===== src/rtl/pipe_pkg.sv =====
// Shared types for the pipeline hazard/forwarding controller.
package pipe_pkg;

  typedef enum logic [1:0] {
    FWD_RF  = 2'd0,
    FWD_MEM = 2'd1,
    FWD_WB  = 2'd2
  } fwd_sel_t;

  typedef enum logic {
    MD_IDLE = 1'b0,
    MD_BUSY = 1'b1
  } md_state_t;

endpackage


===== src/rtl/md_busy_tracker.sv =====
// Tracks HI/LO occupancy for MD_LATENCY cycles after a mult/div issues in EX.
module md_busy_tracker
  import pipe_pkg::*;
#(
  parameter int unsigned MD_LATENCY = 4
) (
  input  logic clk,
  input  logic CLR,
  input  logic halt,
  input  logic start,
  output logic busy
);

  localparam int unsigned CNT_BITS = (MD_LATENCY > 1) ? $clog2(MD_LATENCY) : 1;

  md_state_t           state;
  md_state_t           state_nxt;
  logic [CNT_BITS-1:0] cnt;
  logic [CNT_BITS-1:0] cnt_nxt;

  always_ff @(posedge clk or negedge CLR) begin
    if (!CLR) begin
      state <= MD_IDLE;
      cnt   <= '0;
    end else begin
      state <= state_nxt;
      cnt   <= cnt_nxt;
    end
  end

  // A new start always reloads the full latency, even while already busy.
  always_comb begin
    state_nxt = state;
    cnt_nxt   = cnt;
    if (!halt) begin
      case (state)
        MD_IDLE: begin
          if (start) begin
            state_nxt = MD_BUSY;
            cnt_nxt   = CNT_BITS'(MD_LATENCY - 1);
          end
        end
        MD_BUSY: begin
          if (start) begin
            cnt_nxt = CNT_BITS'(MD_LATENCY - 1);
          end else if (cnt == '0) begin
            state_nxt = MD_IDLE;
          end else begin
            cnt_nxt = cnt - CNT_BITS'(1);
          end
        end
        default: state_nxt = MD_IDLE;
      endcase
    end
  end

  assign busy = (state == MD_BUSY);

endmodule


===== src/rtl/pipe_hazard_ctrl.sv =====
// Hazard/forwarding controller for the 5-stage pipeline.
// Define HAZARD_FWD_EN to enable EX operand forwarding (load-use stall only).
module pipe_hazard_ctrl
  import pipe_pkg::*;
#(
  parameter int unsigned REG_ADDR_W = 5,
  parameter int unsigned MD_LATENCY = 4,
  parameter int unsigned CNT_W      = 32
) (
  input  logic                  clk,
  input  logic                  CLR,
  input  logic                  halt,
  input  logic                  id_r1_used,
  input  logic                  id_r2_used,
  input  logic                  id_hi_used,
  input  logic                  id_lo_used,
  input  logic [REG_ADDR_W-1:0] id_rs,
  input  logic [REG_ADDR_W-1:0] id_rt,
  input  logic                  ex_reg_write,
  input  logic                  ex_mem_to_reg,
  input  logic [REG_ADDR_W-1:0] ex_wb_reg,
  input  logic [1:0]            ex_hilo_write,
  input  logic                  ex_md_start,
  input  logic                  ex_branch_taken,
  input  logic                  mem_reg_write,
  input  logic [REG_ADDR_W-1:0] mem_wb_reg,
  input  logic [1:0]            mem_hilo_write,
  output logic                  stall_if,
  output logic                  stall_id,
  output logic                  bubble_ex,
  output logic                  flush_id,
  output fwd_sel_t              fwd_a_sel,
  output fwd_sel_t              fwd_b_sel,
  output logic                  md_busy,
  output logic [CNT_W-1:0]      stall_cnt,
  output logic [CNT_W-1:0]      flush_cnt
);

  logic     ex_m1, ex_m2, mem_m1, mem_m2;
  logic     hilo_haz, load_use, gpr_haz, raw;
  fwd_sel_t fwd_a_nxt, fwd_b_nxt;

  md_busy_tracker #(
    .MD_LATENCY(MD_LATENCY)
  ) u_md (
    .clk  (clk),
    .CLR  (CLR),
    .halt (halt),
    .start(ex_md_start),
    .busy (md_busy)
  );

  // Source/writer matches; WB writers are covered by the write-through register file.
  always_comb begin
    ex_m1  = id_r1_used && (id_rs != '0) && ex_reg_write  && (id_rs == ex_wb_reg);
    ex_m2  = id_r2_used && (id_rt != '0) && ex_reg_write  && (id_rt == ex_wb_reg);
    mem_m1 = id_r1_used && (id_rs != '0) && mem_reg_write && (id_rs == mem_wb_reg);
    mem_m2 = id_r2_used && (id_rt != '0) && mem_reg_write && (id_rt == mem_wb_reg);

    hilo_haz = (id_hi_used && (ex_hilo_write[1] || mem_hilo_write[1]))
            || (id_lo_used && (ex_hilo_write[0] || mem_hilo_write[0]))
            || ((id_hi_used || id_lo_used) && md_busy);
    load_use = ex_mem_to_reg && (ex_m1 || ex_m2);
  end

`ifdef HAZARD_FWD_EN
  always_comb begin
    gpr_haz   = 1'b0;
    fwd_a_nxt = ex_m1 ? FWD_MEM : (mem_m1 ? FWD_WB : FWD_RF);
    fwd_b_nxt = ex_m2 ? FWD_MEM : (mem_m2 ? FWD_WB : FWD_RF);
  end
`else
  always_comb begin
    gpr_haz   = ex_m1 || ex_m2 || mem_m1 || mem_m2;
    fwd_a_nxt = FWD_RF;
    fwd_b_nxt = FWD_RF;
  end
`endif

  // A taken branch squashes the would-be stalled instruction, so flush wins.
  always_comb begin
    raw       = load_use || gpr_haz || hilo_haz;
    stall_if  = 1'b0;
    stall_id  = 1'b0;
    bubble_ex = 1'b0;
    flush_id  = 1'b0;
    if (ex_branch_taken) begin
      flush_id  = 1'b1;
      bubble_ex = 1'b1;
    end else if (raw) begin
      stall_if  = 1'b1;
      stall_id  = 1'b1;
      bubble_ex = 1'b1;
    end
  end

  always_ff @(posedge clk or negedge CLR) begin
    if (!CLR) begin
      fwd_a_sel <= FWD_RF;
      fwd_b_sel <= FWD_RF;
    end else if (bubble_ex) begin
      fwd_a_sel <= FWD_RF;
      fwd_b_sel <= FWD_RF;
    end else begin
      fwd_a_sel <= fwd_a_nxt;
      fwd_b_sel <= fwd_b_nxt;
    end
  end

  // Saturating event counters, frozen during halt.
  always_ff @(posedge clk or negedge CLR) begin
    if (!CLR) begin
      stall_cnt <= '0;
      flush_cnt <= '0;
    end else if (!halt) begin
      if (stall_id && (stall_cnt != '1)) stall_cnt <= stall_cnt + CNT_W'(1);
      if (flush_id && (flush_cnt != '1)) flush_cnt <= flush_cnt + CNT_W'(1);
    end
  end

endmodule


===== config.mk =====
export PLATFORM = sky130hd
export DESIGN_NAME = pipe_hazard_ctrl
export DESIGN_NICKNAME = d
export VERILOG_FILES = /design/src/rtl/pipe_pkg.sv /design/src/rtl/md_busy_tracker.sv /design/src/rtl/pipe_hazard_ctrl.sv
export SDC_FILE = /design/constraint.sdc
export NUM_CORES = 1
export LEC_CHECK = 0
export CAP_MARGIN = 20
export CORE_AREA = 2 2 90 92
export CTS_CLUSTER_DIAMETER = 100
export DETAILED_ROUTE_END_ITERATION = 7
export DIE_AREA = 0 0 92 94
export PLACE_DENSITY = 0.79
export SYNTH_ARGS = -nofsm -noshare
export SYNTH_HDL_FRONTEND = slang
export SYNTH_SLANG_ARGS = --single-unit
export TNS_END_PERCENT = 5

===== constraint.sdc =====
create_clock -name clk -period 3.5 [get_ports clk]
set_input_delay 1.05 -clock clk [delete_from_list [all_inputs] [get_ports clk]]
set_output_delay 1.05 -clock clk [all_outputs]
set_load 0.05 [all_outputs]

==> results.sh, run 1 <==
export IMPL_status="complete, but fails checks"
export IMPL_violations="negative setup slack"
export IMPL_sw_frac_of_total_pct=38.5
export IMPL_ios=109
export IMPL_nets=514
export IMPL_place_ws_ns=-0.473
export IMPL_fmax_ghz=0.283
export IMPL_leakagePower_uw=0.00224
export IMPL_relSlewSlack_pct=51.7
export IMPL_groute_usage_overall_pct=20.8
export IMPL_p_per_area_mw_per_mm2=491
export IMPL_nFillCells=631
export IMPL_cts_root_buffer="clkbuf_8"
export IMPL_ys_ff_latch=67
export IMPL_rsz0062_at_grt="true"
export IMPL_grt_pass1_wl_um=14100
export IMPL_yosys_warnings=0
export IMPL_finalSetupViolCount=2
export IMPL_synth_cell_types=39
export IMPL_fin_crit_ns=3.53
export IMPL_tightest_slew_ns=0.724
export IMPL_max_cap_violations=0
export IMPL_setup_tns_ns=-0.0582
export IMPL_drc=0
export IMPL_core_area_mm2=0.00761
export IMPL_drive_gt1_share_pct=16.7
export IMPL_syn_instance_count=353
export IMPL_drtIter0Drc=174
export IMPL_hold_viol=0
export IMPL_grt_max_degree=38
export IMPL_path_clk_slew_ns=0.06
export IMPL_port_buffers=103
export IMPL_finalMaxSlewViolations=0
export IMPL_setup_ws_ns=-0.0294
export IMPL_end_kind="output pin"
export IMPL_drtAntennaViolNets=0
export IMPL_initial_core_util_pct=46.3
export IMPL_grt_pass1_vias=2964
export IMPL_post_drt_wl_per_cell_um=15.2
export IMPL_final_cell_area_mm2=0.00503
export IMPL_critical_path_class="in2out"
export IMPL_area_growth_synth_to_final_pct=42.9
export IMPL_post_route_period_util_pct=101
export IMPL_arrival_ns=2.48
export IMPL_viasPerCell=5.14
export IMPL_holdWs_ns=0.482
export IMPL_syn_cell_area_mm2=0.00352
export IMPL_cell_internal_pwr_uw=1520
export IMPL_routed_wl_um=8820
export IMPL_placementRows=32
export IMPL_die_x_um=92
export IMPL_hold_class="reg2reg"
export IMPL_postSynthAreaPerCell_um2=9.98
export IMPL_antenna_found_initial=0
export IMPL_cts_buffer_depth=2
export IMPL_synth_seq_area_share_pct=47.6
export IMPL_p_total_uw=2470
export IMPL_p_comb_share_pct=34.9
export IMPL_numClockSinks=67
export IMPL_cp_required_ns=2.45
export IMPL_die_area_mm2=0.00865
export IMPL_place_area_mm2=0.00478
export IMPL_place_congestion=0.822
export IMPL_num_antenna_cells=0
export IMPL_overflow=0
export IMPL_finClkSkew_ns=0.00998
export IMPL_drtPass1Iterations=5
export IMPL_critPathMaxFanout=3
export IMPL_die_y_um=94
export IMPL_dp_hpwl_um=6200
export IMPL_cts_buffers=9
export IMPL_p_clk_share_pct=24.7
export IMPL_start_kind="input pin"
export IMPL_clock_latency_ns=0.34
export IMPL_seqPwrFrac_pct=40.3
export IMPL_ir_drop_uv=412
export IMPL_cts_tree="done"
export IMPL_power_switching_uw=950
export IMPL_via_count=2990
export IMPL_htreeDepth=3
path summary, 6_finish.rpt:
path                         startpoint             to  slack [ns]  depth (start not counted)
setup reg to reg           stall_cnt[5]   stall_cnt[1]        0.94                          7
hold / removal              u_md.cnt[0]    u_md.cnt[0]        0.48                          1
max in group asynchronous           CLR  stall_cnt[30]        2.09                          2
setup / recovery               id_rt[1]       stall_if       -0.03                          8
min in group asynchronous           CLR  flush_cnt[31]        0.77                          1
hold reg to reg             u_md.cnt[0]    u_md.cnt[0]        0.48                          1
repair_timing:
item | 4_1_cts | 5_1_grt
hold buffers | 0 | 0
endpoints found under the setup margin | 3 | 3
gates resized for setup | 78 | 18
pin swaps | 14 | 13
buffers inserted | 1 | 3
cells in the mapped netlist:
master,number,area (um2)
ha_1,3,37.5
buf_2,3,15.0
nand4_1,7,43.8
a31oi_1,1,6.26
nand2b_2,1,8.76
o22ai_1,1,6.26
mux2_2,1,11.3
and4_2,1,10.0
xnor2_1,32,280
and4_1,2,17.5
o21ai_0,7,35.0
nor3_1,13,65.1
nor4_1,20,125
and2b_1,1,7.51
nand2_1,30,113
nand3_1,25,125
buf_4,7,52.6
mux2_4,1,15.0
or2_2,3,18.8
o21a_4,1,15.0
conb_1,1,3.75
a41oi_1,2,17.5
and2_1,3,18.8
or4_1,4,30.0
a32oi_1,2,17.5
or4b_4,1,13.8
and3_1,9,56.3
clkbuf_1,2,7.51
nor4b_1,1,8.76
dfrtp_1,67,1680
xor2_1,48,420
or2_1,1,6.26
and3_2,1,7.51
o211ai_2,1,12.5
a21oi_1,4,20.0
inv_1,16,60.1
or4_4,1,11.3
nand4_2,2,25.0
nor2_1,27,101
cells by family (layout without fill, tap and decap cells):
| logic type | Yosys count | in the layout | synth area share, % |
|---|---|---|---|
| xor gates and xnor gates | 80 | 80 | 19.9 |
| and+or+nand+nor | 153 | 153 | 23.1 |
| AOI/OAI and AO/OA | 19 | 19 | 3.69 |
| buffers and inverters | 28 | 152 | 3.84 |
| muxes | 2 | 2 | 0.746 |
| adders and majority gates | 3 | 3 | 1.07 |
| other | 1 | 4 | 0.106 |
| DFF | 67 | 67 | 47.6 |
critical path, stage by stage:
cell and delay (ns):
buf_2 0.13, xor2_2 0.19, nor4_2 0.34, a32oi_2 0.11
o22ai_2 0.25, nor2_4 0.07, nor2_4 0.17, buf_12 0.16
state kept, by name, indices dropped and copies added, names as in the netlist:
register   count
u_md.cnt       2
stall_cnt     32
u_md.busy      1
flush_cnt     32
routing by layer:
layer,global-route usage [%],vias to the layer above,share of wire (%),wire [um]
met2,34.7,99,50,4420
met5,0,-,0,0
met4,8.46,0,1.9,170
met3,4.98,13,5.3,470
li1,-,1446,-,-
met1,26.2,1432,43,3770
per-stage QoR:
stage	util, %	std cells
4_1_cts	65.8	580
3_3_place_gp	62.8	563
5_1_grt	66.2	582
6_report	66.2	582
2_1_floorplan	-	356
3_5_place_dp	62.8	563
cells in the final DEF, fill, tap and decap left out, types with 3 or more instances in the layout:
master,instances
a21oi_1,4
and2_1,3
and3_1,9
buf_12,5
buf_2,9
buf_4,13
buf_6,7
clkbuf_2,3
clkbuf_8,13
clkdlybuf4s50_1,78
conb_1,4
dfrtp_1,67
ha_1,3
inv_1,16
nand2_1,29
nand3_1,25
nand4_1,7
nor2_1,25
nor3_1,13
nor4_1,18
o21ai_0,5
or2_2,3
or4_1,4
xnor2_1,31
xor2_1,44
xor2_2,4
layout make-up:
class                      count  area [um2]  share of cell area (%)
clock buffer                  15         186                    3.70
clock inverter                 1        5.00                  0.0994
inverter                      16        60.1                    1.19
multi-input combinational    261        1810                    35.9
sequential                    67        1680                    33.3
tap                          102         128                    2.53
timing repair buffer         120        1170                    23.3
power groups by stage:
stage	combinational, uW	clock [uW]	sequential, uW
after floorplan	228	0	1300
after global routing	921	664	1020
after global placement	841	0	1000
after CTS	862	636	997
final	863	611	996
after detailed placement	856	0	1010
Power figures use the tool's default switching activity.
==> inputs of run 2 (changes only) <==
Settings changed: CTS_CLUSTER_DIAMETER 100 to 80, PLACE_DENSITY 0.79 to 0.84.
==> results.sh, run 2 (same netlist as run 1, synthesis figures left out) <==
export IMPL_cts_buffer_depth=2
export IMPL_end_kind="output pin"
export IMPL_leakagePower_uw=0.00226
export IMPL_core_area_mm2=0.00761
export IMPL_clock_latency_ns=0.34
export IMPL_ios=109
export IMPL_finClkSkew_ns=0.0132
export IMPL_port_buffers=103
export IMPL_numClockSinks=67
export IMPL_critPathMaxStageDelay_ns=0.29
export IMPL_post_drt_wl_per_cell_um=14.9
export IMPL_drc=0
export IMPL_cell_internal_pwr_uw=1550
export IMPL_htreeDepth=3
export IMPL_area_growth_synth_to_final_pct=44.2
export IMPL_path_cells="buf_6 > buf_6 > xor2_1 > nor4_1 > a32oi_1 > o22ai_2 > nor2_4 > nor2_4 > buf_12"
export IMPL_p_clk_share_pct=25.5
export IMPL_power_switching_uw=948
export IMPL_routed_wl_um=8800
export IMPL_drtIter0Drc=109
export IMPL_final_cell_mix="clkdlybuf4s50_1, dfrtp_1, xor2_1"
export IMPL_nets=522
export IMPL_grt_pass1_vias=2942
export IMPL_start_kind="input pin"
export IMPL_status="complete, but fails checks"
export IMPL_sw_frac_of_total_pct=37.9
export IMPL_use_met1_pct=25.2
export IMPL_cts_buffers=9
export IMPL_ir_drop_uv=514
export IMPL_drive_gt1_share_pct=18.1
export IMPL_path_clk_slew_ns=0.07
export IMPL_grt_pass1_wl_um=13800
export IMPL_die_area_mm2=0.00865
export IMPL_grt_util_met3_pct=3.45
export IMPL_viasPerCell=5.19
export IMPL_drtPass1Iterations=4
export IMPL_final_cell_area_mm2=0.00508
export IMPL_cts_root_buffer="clkbuf_8"
export IMPL_die_x_um=92
export IMPL_final_common_cell="clkdlybuf4s50_1"
export IMPL_groute_usage_overall_pct=20.3
export IMPL_num_antenna_cells=0
export IMPL_p_comb_share_pct=34.7
export IMPL_post_route_period_util_pct=101
export IMPL_drtAntennaViolNets=0
export IMPL_rsz0062_at_grt="true"
export IMPL_fin_crit_ns=3.55
export IMPL_via_count=3054
export IMPL_fmax_ghz=0.282
export IMPL_setup_ws_ns=-0.0452
export IMPL_grt_util_met2_pct=34.6
export IMPL_arrival_ns=2.50
export IMPL_p_per_area_mw_per_mm2=492
export IMPL_critical_path_class="in2out"
export IMPL_violations="negative setup slack"
export IMPL_antenna_found_initial=0
export IMPL_die_y_um=94
export IMPL_grt_max_degree=61
export IMPL_hold_viol=0
export IMPL_relSlewSlack_pct=48.4
export IMPL_top_regs="flush_cnt (32), stall_cnt (32), u_md.cnt (2)"
export IMPL_grt_busiest_layer="met2"
export IMPL_placementRows=32
export IMPL_cp_required_ns=2.45
export IMPL_hold_class="reg2reg"
export IMPL_dp_hpwl_um=6250
export IMPL_max_cap_violations=0
export IMPL_place_congestion=0.808
export IMPL_critPathMaxFanout=3
export IMPL_initial_core_util_pct=46.3
export IMPL_cts_tree="done"
export IMPL_place_area_mm2=0.00477
export IMPL_p_total_uw=2500
export IMPL_seqPwrFrac_pct=39.8
export IMPL_overflow=0
export IMPL_critPathSlowestCell="nor4_1"
export IMPL_nFillCells=576
export IMPL_finalMaxSlewViolations=0
export IMPL_tightest_slew_ns=0.774
export IMPL_finalSetupViolCount=3
run 2: changes by cell type in the layout (fill, tap and decap cells not counted), moves of 2 or more:
| cell | before | now |
|---|---|---|
| clkdlybuf4s15_2 | 1 | 4 |
| buf_4 | 13 | 23 |
| dlygate4sd2_1 | 2 | 0 |
| clkbuf_8 | 13 | 11 |
| buf_2 | 9 | 6 |
| clkbuf_2 | 3 | 5 |
run 2: power groups by stage:
stage / combinational (uW) / sequential [uW] / clock (uW)
6_report: 867 / 995 / 638
4_1_cts: 862 / 995 / 655
5_1_grt: 918 / 1010 / 683
3_5_place_dp: 853 / 1010 / 0
2_1_floorplan: 228 / 1300 / 0
3_3_place_gp: 838 / 1000 / 0
run 2: worst paths after layout:
kind / startpoint / endpoint / slack [ns] / depth (start not counted)
max reg2reg: stall_cnt[5] / stall_cnt[1] / 1.00 / 7
max: id_rs[2] / stall_if / -0.05 / 9
min: u_md.cnt[0] / u_md.cnt[0] / 0.47 / 1
max in group asynchronous: CLR / stall_cnt[30] / 1.96 / 2
min reg2reg: u_md.cnt[0] / u_md.cnt[0] / 0.47 / 1
min in group asynchronous: CLR / flush_cnt[13] / 0.54 / 1
run 2: repair_timing:
action	CTS	global route
setup buffers	8	3
pin swaps	12	10
gates resized for setup	71	19
hold buffers	0	0
endpoints found under the setup margin	3	4
run 2: per-stage QoR:
stage	hold slack, ns	std cells	util (%)	setup TNS, ns	setup WS, ns
floorplan	0.440	356	-	0	0.00730
global placement	0.450	563	62.6	-1.16	-0.430
detailed placement	0.461	563	62.6	-1.36	-0.493
CTS	0.470	586	66.3	0	0.00137
global route	0.496	589	66.8	-0.364	-0.0874
finish	0.467	589	66.8	-0.100	-0.0452
run 2: final cells by class:
| cell class | instances | area (um2) | share of cell area [%] |
|---|---|---|---|
| inverters | 16 | 60.1 | 1.18 |
| flip-flops and latches | 67 | 1680 | 33.0 |
| repair buffers | 128 | 1220 | 24.0 |
| well taps | 102 | 128 | 2.51 |
| clock buffers | 13 | 159 | 3.13 |
| clock inverters | 2 | 35.0 | 0.690 |
| multi-input cells | 261 | 1800 | 35.4 |
run 2: critical path: cells and delay by family:
family	cells	cell delay [ns]
buf+inv	3	0.37
simple gates	3	0.54
xor+xnor	1	0.15
compound gates	2	0.39
run 2: layer usage:
metal  wire length, um  part of all wire [%]
met5                 0                     0
met1              3840                    44
met4               157                   1.8
met2              4370                    50
met3               433                   4.9
==> inputs of run 3 (changes only) <==
Settings changed: CTS_CLUSTER_DIAMETER 80 to unset, PLACE_DENSITY 0.84 to unset, PLACE_DENSITY_LB_ADDON set to 0.05.
==> results.sh, run 3 (same netlist as run 1, synthesis figures left out) <==
export IMPL_status="complete, but fails checks"
export IMPL_violations="negative setup slack"
export IMPL_place_ws_ns=-0.476
export IMPL_grt_max_degree=32
export IMPL_cts_root_buffer="clkbuf_8"
export IMPL_r2r_slack_ns=0.92
export IMPL_crit_path_frequent_cell="nor2_4"
export IMPL_path_clk_slew_ns=0.07
export IMPL_hold_buffers=0
export IMPL_initial_core_util_pct=46.3
export IMPL_seqPwrFrac_pct=39.9
export IMPL_area_growth_synth_to_final_pct=43.4
export IMPL_routed_wl_um=8290
export IMPL_die_x_um=92
export IMPL_critPathMaxStageDelay_ns=0.34
export IMPL_die_area_mm2=0.00865
export IMPL_arrival_ns=2.47
export IMPL_rr_endpoint="stall_cnt[1]"
export IMPL_viasPerCell=5.12
export IMPL_cp_top_family="simple AND/OR/NAND/NOR gates"
export IMPL_port_buffers=103
export IMPL_drtIter0Drc=179
export IMPL_critPathMaxFanout=3
export IMPL_die_y_um=94
export IMPL_critPathSlowestCell="nor4_2"
export IMPL_core_area_mm2=0.00761
export IMPL_finalSetupViolCount=2
export IMPL_fin_cells=584
export IMPL_relSlewSlack_pct=54.0
export IMPL_tightest_slew_ns=0.688
export IMPL_start_kind="input pin"
export IMPL_place_inst=563
export IMPL_fmax_ghz=0.284
export IMPL_hold_class="reg2reg"
export IMPL_cell_internal_pwr_uw=1530
export IMPL_sw_frac_of_total_pct=38.8
export IMPL_final_common_cell="clkdlybuf4s50_1"
export IMPL_numClockSinks=67
export IMPL_via_count=2988
export IMPL_whs_endpoint="u_md.cnt[0]"
export IMPL_finalMaxSlewViolations=0
export IMPL_setup_ws_ns=-0.0152
export IMPL_p_clk_share_pct=26.1
export IMPL_finClkSkew_ns=0.0123
export IMPL_ir_drop_uv=502
export IMPL_antenna_found_initial=0
export IMPL_reg2reg_from="stall_cnt[5]"
export IMPL_cts_buffers=9
export IMPL_grt_util_met2_pct=31.4
export IMPL_power_switching_uw=974
export IMPL_drtAntennaViolNets=0
export IMPL_post_route_period_util_pct=100
export IMPL_min_path_cells=1
export IMPL_ff2ff_path_depth=7
export IMPL_holdWs_ns=0.475
export IMPL_p_comb_share_pct=34.0
export IMPL_grt_pass1_wl_um=14000
export IMPL_drtPass1Iterations=4
export IMPL_max_cap_violations=0
export IMPL_cp_required_ns=2.45
export IMPL_fin_crit_ns=3.52
export IMPL_groute_usage_overall_pct=20.4
export IMPL_critPathBufInv=2
export IMPL_grt_pass1_vias=2943
export IMPL_hold_viol=0
export IMPL_p_total_uw=2510
export IMPL_num_antenna_cells=0
export IMPL_path_cells="buf_8 > xor2_2 > nor4_2 > a32oi_1 > o22ai_2 > nor2_4 > nor2_4 > buf_12"
export IMPL_use_met1_pct=28.6
export IMPL_critical_path_class="in2out"
export IMPL_drc=0
export IMPL_min_from="u_md.cnt[0]"
export IMPL_post_drt_wl_per_cell_um=14.2
export IMPL_leakagePower_uw=0.00224
export IMPL_cts_buffer_depth=2
export IMPL_placementRows=32
export IMPL_p_per_area_mw_per_mm2=497
export IMPL_nets=516
export IMPL_overflow=0
export IMPL_grt_util_met3_pct=4.90
export IMPL_htreeDepth=3
export IMPL_setup_tns_ns=-0.0298
export IMPL_top_regs="flush_cnt (32), stall_cnt (32), u_md.cnt (2)"
export IMPL_dp_hpwl_um=5900
export IMPL_ios=109
export IMPL_end_kind="output pin"
export IMPL_drive_gt1_share_pct=16.0
export IMPL_cts_tree="done"
export IMPL_rsz0062_at_grt="true"
export IMPL_clock_latency_ns=0.34
export IMPL_final_cell_mix="clkdlybuf4s50_1, dfrtp_1, xor2_1"
export IMPL_place_congestion=0.812
export IMPL_grt_busiest_layer="met2"
[run 3: final cells by class]
cell class              instances  area (um2)
fillers                       625        2560
multi-input cells             261        1780
flip-flops and latches         67        1680
repair buffers                122        1200
clock buffers                  10         138
well taps                     102         128
clock inverters                 6        65.1
inverters                      16        60.1
[run 3: power groups by stage]
stage / clock network (uW) / registers, uW / logic (uW)
floorplan: 0 / 1300 / 228
global placement: 0 / 1010 / 836
detailed placement: 0 / 1010 / 845
CTS: 671 / 1000 / 851
global route: 709 / 1020 / 909
finish: 655 / 1000 / 853
[run 3: how the worst max path moves through the flow]
stage,cells after the start,slack [ns],start,endpoint
after floorplan,7,0.007,ex_wb_reg[3],stall_if
after global placement,8,-0.45,id_rt[3],stall_id
after detailed placement,8,-0.48,id_rt[3],stall_id
after CTS,7,0.005,id_rt[2],bubble_ex
after global routing,8,-0.08,ex_wb_reg[0],stall_id
final,8,-0.02,ex_wb_reg[2],stall_id
[run 3: worst register-to-register path: cells and delay by family, from the launching register on]
| kind | cells | cell delay, ns |
|---|---|---|
| AND/OR/NAND/NOR | 3 | 1.08 |
| AO/OA/AOI/OAI | 2 | 0.37 |
| buffers and inverters | 1 | 0.22 |
| flip-flops | 1 | 0.45 |
| multiplexers | 1 | 0.35 |
[run 3: layer usage]
| metal | wire [um] | up-vias |
|---|---|---|
| met5 | 0 | - |
| met4 | 97 | 0 |
| met3 | 500 | 8 |
| met2 | 3760 | 93 |
| met1 | 3930 | 1435 |
| li1 | - | 1452 |
[run 3: repair_timing]
item | in CTS | in global routing
buffers inserted | 2 | 3
pin swaps | 17 | 12
endpoints found under the setup margin | 3 | 3
resized for setup | 71 | 16
[run 3: per-stage QoR]
stage                     util [%]  cell area (um2)
after floorplan                  -             3550
after global placement        62.6             4770
after detailed placement      62.6             4770
after CTS                     65.6             4990
after global routing          66.4             5050
final                         66.4             5050
